[src/rtl/sram_reader.sv]
// Read port for the external 256K x 16 async SRAM: request/valid interface with
// timed read cycles, a one-word sequential prefetch buffer and writer arbitration.
module sram_reader #(
  parameter int WAIT_CYCLES = 2,
  parameter int PREFETCH    = 1
) (
  input  logic        clk,
  input  logic        rst,
  input  logic        req,
  input  logic [17:0] addr,
  output logic        ready,
  output logic [15:0] rdata,
  output logic        rvalid,
  input  logic        wr_busy,
  output logic        rd_busy,
  output logic [17:0] sram_addr,
  output logic        sram_cen,
  output logic        sram_oen,
  input  logic [15:0] sram_din
);

  typedef enum logic [1:0] {IDLE, RD, PF} state_t;

  localparam logic [3:0] WAIT_CNT = 4'(WAIT_CYCLES);
  localparam bit         PF_EN    = (PREFETCH != 0);

  state_t      state;
  logic [3:0]  cnt;
  logic [17:0] buf_addr;
  logic [15:0] buf_data;
  logic        buf_valid;
  logic        pf_clean;
  logic        accept;
  logic        hit;

  assign ready   = (state == IDLE) && !wr_busy;
  assign accept  = req && ready;
  assign rd_busy = (state != IDLE) || accept;
  assign hit     = PF_EN && buf_valid && (addr == buf_addr);

  // pf_clean remembers whether the writer stayed away for the whole prefetch,
  // so a buffered word is only trusted if nobody could have overwritten it.
  always_ff @(posedge clk) begin
    if (rst) begin
      state     <= IDLE;
      cnt       <= 4'd0;
      sram_addr <= 18'd0;
      sram_cen  <= 1'b1;
      sram_oen  <= 1'b1;
      rdata     <= 16'd0;
      rvalid    <= 1'b0;
      buf_addr  <= 18'd0;
      buf_data  <= 16'd0;
      buf_valid <= 1'b0;
      pf_clean  <= 1'b0;
    end else begin
      rvalid <= 1'b0;
      if (wr_busy) buf_valid <= 1'b0;
      case (state)
        IDLE: begin
          sram_cen <= 1'b1;
          sram_oen <= 1'b1;
          if (accept) begin
            cnt      <= WAIT_CNT;
            sram_cen <= 1'b0;
            sram_oen <= 1'b0;
            pf_clean <= 1'b1;
            if (hit) begin
              rdata     <= buf_data;
              rvalid    <= 1'b1;
              sram_addr <= addr + 18'd1;
              state     <= PF;
            end else begin
              sram_addr <= addr;
              state     <= RD;
            end
          end
        end
        RD: begin
          if (cnt != 4'd0) begin
            cnt <= cnt - 4'd1;
          end else begin
            rdata  <= sram_din;
            rvalid <= 1'b1;
            // chip enable stays low straight into the prefetch
            if (PF_EN && !wr_busy) begin
              state     <= PF;
              sram_addr <= sram_addr + 18'd1;
              cnt       <= WAIT_CNT;
              pf_clean  <= 1'b1;
            end else begin
              state    <= IDLE;
              sram_cen <= 1'b1;
              sram_oen <= 1'b1;
            end
          end
        end
        PF: begin
          if (wr_busy) pf_clean <= 1'b0;
          if (cnt != 4'd0) begin
            cnt <= cnt - 4'd1;
          end else begin
            buf_data  <= sram_din;
            buf_addr  <= sram_addr;
            buf_valid <= pf_clean && !wr_busy;
            state     <= IDLE;
            sram_cen  <= 1'b1;
            sram_oen  <= 1'b1;
          end
        end
        default: begin
          state    <= IDLE;
          sram_cen <= 1'b1;
          sram_oen <= 1'b1;
        end
      endcase
    end
  end

endmodule

[config.mk]
export PLATFORM = sky130hd
export DESIGN_NAME = sram_reader
export DESIGN_NICKNAME = d
export VERILOG_FILES = /design/src/rtl/sram_reader.sv
export SDC_FILE = /design/constraint.sdc
export NUM_CORES = 1
export LEC_CHECK = 0
export CORE_MARGIN = 3
export CORE_UTILIZATION = 55
export CTS_BUF_LIST = sky130_fd_sc_hd__clkbuf_4 sky130_fd_sc_hd__clkbuf_8
export DETAILED_ROUTE_END_ITERATION = 8
export GPL_ROUTABILITY_DRIVEN = 0
export PLACE_DENSITY = 0.83
export SLEW_MARGIN = 20
export SYNTH_ARGS = -nofsm -noshare
export SYNTH_HDL_FRONTEND = slang
export SYNTH_SLANG_ARGS = --single-unit
[constraint.sdc]
create_clock -name clk -period 2.6 [get_ports clk]
set_clock_uncertainty 0.15 [all_clocks]
set_input_delay 0.39 -clock clk [delete_from_list [all_inputs] [get_ports clk]]
set_output_delay 0.39 -clock clk [all_outputs]
set_load 0.01 [all_outputs]
==> flow_summary.ini, run 1 <==
[outcome]
status = complete, no violations

[global_route]
antenna_found_initial = 0
grt-ovfl-total = 0
grt_pass1_wl_um = 20900
gr-usage-all-layers = 0.298
grt_pass1_vias = 4373
grt_max_degree = 81

[die]
core-area_um2 = 7370
placementRows = 31
num_io_pins = 77
start_util = 0.577
die_area_um2 = 8820
die_h_um = 93.9
fp.dieW_um = 93.9

[routing]
post-route-drc-count = 0
routed_wirelength_um = 12700
route.detailed.wl_per_inst_um = 17.1
ant_nets = 0
vias = 4556
top_layer = met4
dr_wl_met3_um = 1000
drt_iter0_markers = 433
firstDrtPassIters = 5
wl_met1_um = 5180
vias_per_cell = 6.12
met2WireLength_um = 6030

[worst_setup_path]
required_ps = 2060
reg2reg_slack_ps = 180
critPathKind = reg2out
critPathMaxFanout = 10
end_kind = output pin
crit_path_start_kind = flop
cp_data_arrival_time_ps = 1950

[worst_hold_path]
min_path_type = reg2reg

[logic_synthesis]
synth_top_area_cell = dfxtp_1
synth-seq-cells = 78
synthSimpleGateAreaFrac = 0.261
seq_area_frac_synth = 0.367
yosysTopAreaCellShare = 0.367
synth_edf_count = 0
netlist_instances = 539
ys_types = 57
synthTopCellsByArea = dfxtp_1, nand2_1, a21oi_1
synth_xor_area_frac = 0.0618
yosys_warnings = 0
async_flop_share = 0
synth_top_family_by_area = simple AND/OR/NAND/NOR gates
synth_adder_area_share = 0.0206
synth_area_per_cell_um2 = 7.89
syn-cell-area_um2 = 4250
ys.flop_type = dfxtp_1
synth_fp_nets = 584
synth_compound_area_frac = 0.195
muxShareOfSynthArea = 0.0495

[cells_and_area]
final_cell_mix = nand2_1, dfxtp_1, clkdlybuf4s50_1
fin_util = 0.757
drive_gt1_frac = 0.130
nets = 685
regArea_um2 = 1560
final_common_cell = nand2_1
antennaDiodeCount = 0
fill_cells = 550
syn2layout_area_growth_pct = 31.3
multi_input_area_um2 = 2510

[sta]
slew_violations = 0
holdWs_ps = 309
slew_headroom = 0.653
finalSetupTns_ps = 0
fin_crit_sh = 0.958
worst_pin_slew_ps = 519
final_hold_viol_count = 0
setup_violations = 0
finalCriticalPeriod_ps = 2490
fmax_ghz = 0.401

[clock_network]
numClockSinks = 78
numCtsBuffers = 9
hold_buffers = 0
clkLatencyLatePin_ps = 370
clockBufferDepth = 2
clk_pin_slew_ps = 100
cts-root-buf = clkbuf_8
cts_tree = done
htreeDepth = 3
cts_setup_buffers = 0

[flow_run]
maxCapViolCount = 0

[placement]
numPortBuffers = 76
dpl.hpwl_um = 9130

[pwr]
cellPowerDensity_nw_per_um2 = 824
ir_drop_uv = 462
leakage_nw = 1.95
==> where the power goes <==
group | internal (mW) | total, mW | switching, mW
clock | 0.367 | 0.885 | 0.519
sequential | 1.41 | 1.61 | 0.194
combinational | 0.930 | 2.11 | 1.17
total | 2.71 | 4.60 | 1.89
==> flip-flops by register name, indices dropped and copies added (netlist names) <==
name,count
cnt,4
buf_valid,1
buf_data,16
pf_clean,1
state,2
rdata,16
sram_addr,18
rvalid,1
buf_addr,18
sram_oen,1
==> cell type report <==
class	count	share of cell area
Clock buffer	9	0.0222
Clock inverter	7	0.0112
Inverter	12	0.00807
Multi-Input combinational cell	415	0.450
Sequential cell	78	0.280
Tap cell	99	0.0222
Timing Repair Buffer	124	0.207
==> path summary, 6_finish.rpt <==
kind / start / depth (start not counted) / endpoint
setup / recovery: state[0] / 5 / ready
hold / removal: buf_data[7] / 2 / buf_data[7]
setup reg to reg: cnt[0] / 9 / rdata[2]
hold reg to reg: buf_data[7] / 2 / buf_data[7]
==> through the flow <==
step                setup WS (ps)  instances  cell area, um2  power [mW]
floorplan                     403        539            4250        2.84
global placement            -33.0        728            5380        3.62
global route               -0.960        744            5580        4.88
CTS                          10.0        744            5570        4.55
detailed placement           -142        728            5380        3.67
finish                        109        744            5580        4.60
==> worst max-delay path: stages (launching register included) <==
cell	delay, ps
dfxtp_1	340
inv_1	110
ha_2	290
inv_1	120
nor2_1	160
clkdlybuf4s50_1	560
==> cell usage after synthesis (all sizes together) (3+ instances only) <==
cell / number
inv: 11
nand2: 101
dfxtp: 78
and3: 8
nor3b: 3
nand3: 25
nor2: 44
clkbuf: 26
o21ai: 16
a311o: 3
xor2: 20
nor4: 9
a211oi: 24
and4: 3
a21oi: 58
and2: 4
a21o: 3
o211ai: 3
nor3: 14
nand4: 7
buf: 8
o32ai: 3
mux2i: 21
ha: 7
xnor2: 10
==> timing repair <==
item                                    CTS  global route
resized for setup                         0             3
endpoints found under the setup margin    0            17
hold endpoints to repair                  0             0
==> routing by layer <==
metal	vias to the layer above	track usage
li1	2121	-
met1	2102	0.379
met2	280	0.486
met3	53	0.0521
met4	0	0.148
met5	-	0
==> logic make-up (layout without fill, tap and decap cells) <==
family	count (synthesis)	after routing
AO/OA/AOI/OAI	130	130
multiplexers	21	21
adder cells (fa/ha/maj)	7	7
flip-flops	78	78
buffers and inverters	46	152
AND/OR/NAND/NOR	227	227
XOR/XNOR	30	30
(Power assumes the default switching activity.)
==> run 2: changes to the inputs <==
- SLEW_MARGIN: 20 -> 15
==> results of run 2 <==
The final DEF is identical to that of run 1; final timing and power are the same.
